<file path="src/rtl/axi_read_scheduler.sv">
// axi_read_scheduler: round-robin AR arbiter, slave decoder and AR/R handshake sequencer, one read outstanding
module axi_read_scheduler #(
  parameter int ADDR_W = 32,
  parameter int LEN_W = 4
) (
  input  logic              clk,
  input  logic              rst,
  input  logic              ARVALID_M0,
  input  logic              ARVALID_M1,
  input  logic [ADDR_W-1:0] ARADDR_M0,
  input  logic [ADDR_W-1:0] ARADDR_M1,
  input  logic [LEN_W-1:0]  ARLEN_M0,
  input  logic [LEN_W-1:0]  ARLEN_M1,
  output logic              ARREADY_M0,
  output logic              ARREADY_M1,
  output logic              ARVALID_S0,
  output logic              ARVALID_S1,
  output logic              ARVALID_S2,
  input  logic              ARREADY_S0,
  input  logic              ARREADY_S1,
  input  logic              ARREADY_S2,
  input  logic              RVALID_S0,
  input  logic              RVALID_S1,
  input  logic              RVALID_S2,
  input  logic              RLAST_S0,
  input  logic              RLAST_S1,
  input  logic              RLAST_S2,
  output logic              RREADY_S0,
  output logic              RREADY_S1,
  output logic              RREADY_S2,
  output logic              RVALID_M0,
  output logic              RVALID_M1,
  output logic              RLAST_M0,
  output logic              RLAST_M1,
  input  logic              RREADY_M0,
  input  logic              RREADY_M1,
  output logic [1:0]        gnt,
  output logic [3:0]        slv_sel,
  output logic              dflt_active,
  output logic              len_err,
  output logic              busy
);
  typedef enum logic [1:0] {IDLE, ADDR, DATA} state_t;
  state_t state, state_n;
  logic prio;
  logic [LEN_W-1:0] len_q, beat_cnt, pick_len;
  logic [ADDR_W-17:0] hi;
  logic [3:0] pick_sel;
  logic in_addr, in_data, start, pick_m1, arv, ars_rdy, ar_hs, rv, rl, rr, beat, cnt_last, done;
  logic unused_addr;
  assign unused_addr = ^{ARADDR_M0[15:0], ARADDR_M1[15:0]};
  always_comb begin
    in_addr = state == ADDR;
    in_data = state == DATA;
    start = state == IDLE && (ARVALID_M0 || ARVALID_M1);
    pick_m1 = ARVALID_M1 && (!ARVALID_M0 || prio);
    hi = pick_m1 ? ARADDR_M1[ADDR_W-1:16] : ARADDR_M0[ADDR_W-1:16];
    pick_len = pick_m1 ? ARLEN_M1 : ARLEN_M0;
    pick_sel = hi == (ADDR_W-16)'(0) ? 4'b0001 :
               hi == (ADDR_W-16)'(1) ? 4'b0010 :
               hi == (ADDR_W-16)'(2) ? 4'b0100 : 4'b1000;
    arv = gnt[0] ? ARVALID_M0 : ARVALID_M1;
    rr = gnt[0] ? RREADY_M0 : RREADY_M1;
    cnt_last = beat_cnt == len_q;
    // slv_sel[3] is the internal default slave: always ready, always valid, last by count
    ars_rdy = |(slv_sel & {1'b1, ARREADY_S2, ARREADY_S1, ARREADY_S0});
    rv = |(slv_sel & {1'b1, RVALID_S2, RVALID_S1, RVALID_S0});
    rl = |(slv_sel & {cnt_last, RLAST_S2, RLAST_S1, RLAST_S0});
    ar_hs = in_addr && arv && ars_rdy;
    {ARVALID_S2, ARVALID_S1, ARVALID_S0} = slv_sel[2:0] & {3{in_addr && arv}};
    {ARREADY_M1, ARREADY_M0} = gnt & {2{in_addr && ars_rdy}};
    {RREADY_S2, RREADY_S1, RREADY_S0} = slv_sel[2:0] & {3{in_data && rr}};
    {RVALID_M1, RVALID_M0} = gnt & {2{in_data && rv}};
    {RLAST_M1, RLAST_M0} = gnt & {2{in_data && rl}};
    beat = in_data && rv && rr;
    done = beat && (rl || cnt_last);
    len_err = done && (rl != cnt_last);
    dflt_active = in_data && slv_sel[3];
    busy = state != IDLE;
    state_n = start ? ADDR : ar_hs ? DATA : done ? IDLE : state;
  end
  always_ff @(posedge clk) begin
    if (rst) begin
      state <= IDLE;
      prio <= 1'b0;
      gnt <= '0;
      slv_sel <= '0;
      len_q <= '0;
      beat_cnt <= '0;
    end else begin
      state <= state_n;
      if (start) begin
        gnt <= {pick_m1, !pick_m1};
        slv_sel <= pick_sel;
        len_q <= pick_len;
      end
      if (ar_hs) beat_cnt <= '0;
      if (beat) beat_cnt <= beat_cnt + LEN_W'(1);
      if (done) begin
        prio <= gnt[0];
        gnt <= '0;
        slv_sel <= '0;
      end
    end
  end
endmodule

</file>
<file path="config.mk">
export PLATFORM = sky130hd
export DESIGN_NAME = axi_read_scheduler
export DESIGN_NICKNAME = d
export VERILOG_FILES = /design/src/rtl/axi_read_scheduler.sv
export SDC_FILE = /design/constraint.sdc
export NUM_CORES = 1
export LEC_CHECK = 0
export ABC_CLOCK_PERIOD_IN_PS = 5300
export CORE_MARGIN = 10
export CORE_UTILIZATION = 33
export DETAILED_ROUTE_END_ITERATION = 12
export PLACE_DENSITY = 0.85
export SETUP_SLACK_MARGIN = 0.1
export SLEW_MARGIN = 20
export SYNTH_ARGS = -nofsm -noshare
export SYNTH_HDL_FRONTEND = slang
export SYNTH_SLANG_ARGS = --single-unit
</file>
<file path="constraint.sdc">
create_clock -name clk -period 5.3 [get_ports clk]
set_input_delay 1.06 -clock clk [delete_from_list [all_inputs] [get_ports clk]]
set_output_delay 1.06 -clock clk [all_outputs]
set_load 0.02 [all_outputs]
</file>
# After elaboration in Yosys (flattened, before gate mapping)
# Index checks and enable logic that the tools add are counted.
[classes]
add_sub_neg = 1
eq_ne = 6
n_mux = 12
n_bitwise = 8
n_reduce_logical = 28
[ops]
columns = ["op", "count"]
rows = [
  ["4-bit 2-to-1 mux", 6],
  ["16-bit by 1-bit == test with 1-bit output, second input constant", 1],
  ["16-bit by 2-bit == test with 1-bit output, second input constant", 1],
  ["16-bit logical NOT", 1],
  ["16-bit 2-to-1 mux", 1],
  ["4-bit AND", 3],
  ["1-bit logical AND", 12],
  ["4-bit OR reduction", 3],
  ["2-bit AND", 3],
  ["3-bit AND", 2],
  ["2-bit nonzero test", 3],
  ["4-bit by 1-bit adder with 4-bit output, second input constant", 1],
  ["4-bit == test", 1],
  ["2-bit 2-to-1 mux", 2],
  ["2-bit OR reduction", 2],
  ["1-bit logical OR", 3],
  ["1-bit 2-to-1 mux", 3],
  ["3-bit nonzero test", 1],
  ["2-bit by 1-bit == test with 1-bit output, second input constant", 1],
  ["2-bit == test, second input constant", 1],
  ["1-bit logical NOT", 2],
  ["2-bit logical NOT", 1],
  ["1-bit != test", 1],
]
[totals]
regBits = 17
in_bits = 87
output_inout_bits = 21
wordCells = 62

# Longest topological paths before layout
[depth]
depth_word = 8
mapped_depth = 8
mapped_depth_nobuf = 8

# Worst setup path after synthesis
# Ideal clock, no wire load.
[synth_path]
kind = "input-to-output"
startpoint = "input RLAST_S0"
endpoint = "output len_err"
t_arrival_ns = 2.132
required_time_ns = 4.240
setup_slack_ns = 2.108
cell_stages = 5
n_path_buf = 0
cell_sequence = "a222oi_1 o21a_1 ha_1 a2111oi_4 and2_1"
[synth_via]
elab_chain_cells = 5
word_cells_on_any_way = 6
classes_between = "1 x eq/ne; 1 x bitwise; 4 x reduce/logical"
[synth_rtl]
columns = ["element", "line_no", "source"]
rows = [
  ["start, declared", "25", "input logic RLAST_S0,"],
  ["4-bit AND *", "68", "rl = |(slv_sel & {cnt_last, RLAST_S2, RLAST_S1, RLAST_S0});"],
  ["4-bit OR reduction *", "68", ""],
  ["1-bit logical OR", "76", "done = beat && (rl || cnt_last);"],
  ["1-bit logical AND", "76", ""],
  ["1-bit logical AND *", "77", "len_err = done && (rl != cnt_last);"],
  ["end, declared", "40", "output logic len_err,"],
]
# Mark *: on every way between the ends. The rest lies on a longest branch, timed or not.

# Final worst setup path
# Same ends and word-level chain as after synthesis.

==> results_dict.tcl <==
set metrics [dict create \
    drtIter0Drc 48 \
    dp_cells 258 \
    fp.dieH_um 80.24 \
    finClkSkew_ns 0.005382 \
    rsz0062_at_grt "no" \
    maxSlewViolCount 0 \
    cts_tree "built" \
    p_per_area_nw_per_um2 155.2 \
    r2r_start "beat_cnt[0]" \
    wirelength_um 3648 \
    r2r_setup_slack_ns 3.19 \
    hold_violations 0 \
    hold_start "state[0]" \
    switching_share_pct 28.18 \
    ios 108 \
    post-route-period-util_pct 79.93 \
    ys_async_sr_fraction_pct 0 \
    place_congestion 0.7257 \
    cp.depth 7 \
    h-tree-depth 1 \
    root_buffer "clkbuf_4" \
    grt_pass1_wl_um 6313 \
    grt_max_degree 13 \
    avgSynthCellArea_um2 8.492 \
    floorplan.initialDensity_pct 35.05 \
    instances_no_fill 262 \
    crit_family "buffers and inverters" \
    wl_per_cell_um 13.92 \
    crit_type "input pin to output pin" \
    whs_endpoint "state[0]" \
    p_leak_uw 0.0007055 \
    rows 21 \
    max-clock-path-buffers 2 \
    worst_slack_ns 1.064 \
    internal-power_uw 222.8 \
    critical_path_peak_fanout 4 \
    dr.pass1.iters 4 \
    grt-ovfl-total 0 \
    clkPwrFrac_pct 21.5 \
    num_vias 1324 \
    synthCells 141 \
    slew_headroom_pct 70.54 \
    yosysWarnings 0 \
    synth_seq_cells 17 \
    cts_made_buffers 3 \
    grt_util_all_layers_pct 11.83 \
    worst_pin_slew_ns 0.4405 \
    antenna_found_initial 0 \
    cts_hold_buf 0 \
    critPathSlowestCell "clkdlybuf4s50_1" \
    syn_to_final_growth_pct 66.88 \
    worstSkewPairLatency_ns 0.28 \
    fin_area_um2 1998 \
    synth-edff-count 0 \
    cts_sinks 17 \
    cp.required_ns 4.24 \
    die-area_um2 6438 \
    drive_gt1_share_pct 7.870 \
    synth_cell_type_count 42 \
    worst_r2r_path_depth 7 \
    power_uw 310.2 \
    remaining_drc_errors 0 \
    r2r_end "gnt[1]" \
    cts_resized 0 \
    power_frac_seq_pct 45.6 \
    viasPerCell 5.053 \
    min_path_type "flip-flop to flip-flop" \
    start_kind "input pin" \
    coreArea_um2 3416 \
    grt_pass1_vias 1481 \
    outcome "finished clean" \
    fin_setup_tns_ns 0 \
    syn-cell-area_um2 1197 \
    fin_crit_ns 4.236 \
    cpPeakStageDelay_ns 0.60 \
    critical_path.cell_chain "clkdlybuf4s50_1, a222oi_1, o21a_1, ha_1, a2111oi_4, and2_1, clkdlybuf4s50_1" \
    combPwrFrac_pct 32.8 \
    netSwitchingPower_uw 87.43 \
    syn_nets 230 \
    maxCapViolations 0 \
    cp_common_cell "clkdlybuf4s50_1" \
    diodes 0 \
    cp.arrival_ns 3.18 \
    path_clk_slew_ns 0.09 \
    nets 306 \
    fmax_mhz 236.1 \
    dp_hpwl_um 3236 \
    crit_buf_inv 2 \
    min_path_cells 2 \
    place_area_um2 1972 \
    ir_drop_v 0.00008955 \
    port_buffers 75 \
    ys_seq_area_share_pct 28.42 \
    ys.flop_type "dfxtp_1" \
    detail-route-antenna-nets 0 \
    cp-end-kind "output pin" \
    dp_slack_ns 1.046 \
    setup_viol 0 \
    cts_setup_buffers 0 \
    die_w_um 80.24 \
]
[flip-flops by register name, summed over array words and instances, names as in the netlist]
name      flops
slv_sel       4
len_q         4
state         2
prio          1
beat_cnt      4
gnt           2
[cell type report]
| cell class | instances | area (um2) |
|---|---|---|
| tap | 46 | 57.56 |
| multi-input combinational | 115 | 804.5 |
| timing repair buffer | 75 | 750.7 |
| sequential | 17 | 340.3 |
| inverter | 5 | 18.77 |
| clock buffer | 4 | 26.28 |
| fill | 340 | 1418 |
[worst max path at each step]
stage                         from      end  slack (ns)
after detailed placement  RLAST_S0  len_err        1.05
after floorplan           RLAST_S0  len_err        2.11
after global routing      RLAST_S0  len_err        0.96
final                     RLAST_S0  len_err        1.06
after global placement    RLAST_S0  len_err        1.07
after CTS                 RLAST_S0  len_err        1.04
[kinds of logic after synthesis]
logic type / synth area share (%)
simple gates: 32.50
flops: 28.42
xor+xnor: 3.657
mux: 6.061
fa+ha+maj: 2.090
buf+inv: 4.389
compound gates: 22.88
[worst reg2reg max path, cell delays in order (launching register included)]
cell       delay (ns)
dfxtp_1          0.43
xnor2_1          0.14
nand4_1          0.17
o21a_1           0.23
ha_1             0.21
a2111oi_4        0.42
or2_1            0.33
nor2_1           0.08
[cell usage in the layout, fill, tap and decap left out, types with 2 or more instances in the layout]
master	Yosys	routed
a311oi_1	4	4
dfxtp_1	17	17
nand2b_1	3	3
and2_1	14	14
clkbuf_4	0	3
nand4b_1	2	2
xnor2_1	4	4
o21a_1	2	2
ha_1	2	2
nand4_1	2	2
mux2i_1	5	5
inv_1	5	5
clkdlybuf4s50_1	0	75
nand3_1	5	5
nand2_1	8	8
nor2_1	22	22
a21oi_1	9	9
a211oi_2	3	3
a22oi_1	3	3
nor4_1	6	6
[power groups by stage]
stage,registers [uW],logic (uW),clock network (uW)
finish,142,102,66.8
global route,143,113,75.0
CTS,142,103,67.6
detailed placement,145,103,0
global placement,144,101,0
floorplan,144,48.2,0
[cell usage after synthesis, types with 4 or more instances]
library cell  number  share of area [%]
dfxtp_1           17                 28
and2_1            14                7.3
nand2_1            8                2.5
xnor2_1            4                2.9
nor4_1             6                3.1
mux2i_1            5                4.2
nor2_1            22                6.9
nand3_1            5                2.1
a311oi_1           4                2.9
inv_1              5                1.6
a21oi_1            9                3.8
[routing by layer]
metal	up-vias	wire, um	global-route usage, %
met2	67	1704	19.18
met4	0	41	5.282
met5	-	0	0
li1	662	-	-
met3	2	469	5.679
met1	593	1433	12.77
[through the flow]
step / hold WS, ns / util [%]
floorplan: 0.4700 / -
global placement: 0.4820 / 57.73
detailed placement: 0.5042 / 57.73
CTS: 0.5168 / 58.50
global route: 0.5456 / 58.50
finish: 0.5181 / 58.50
Power figures use the tool's default switching activity.
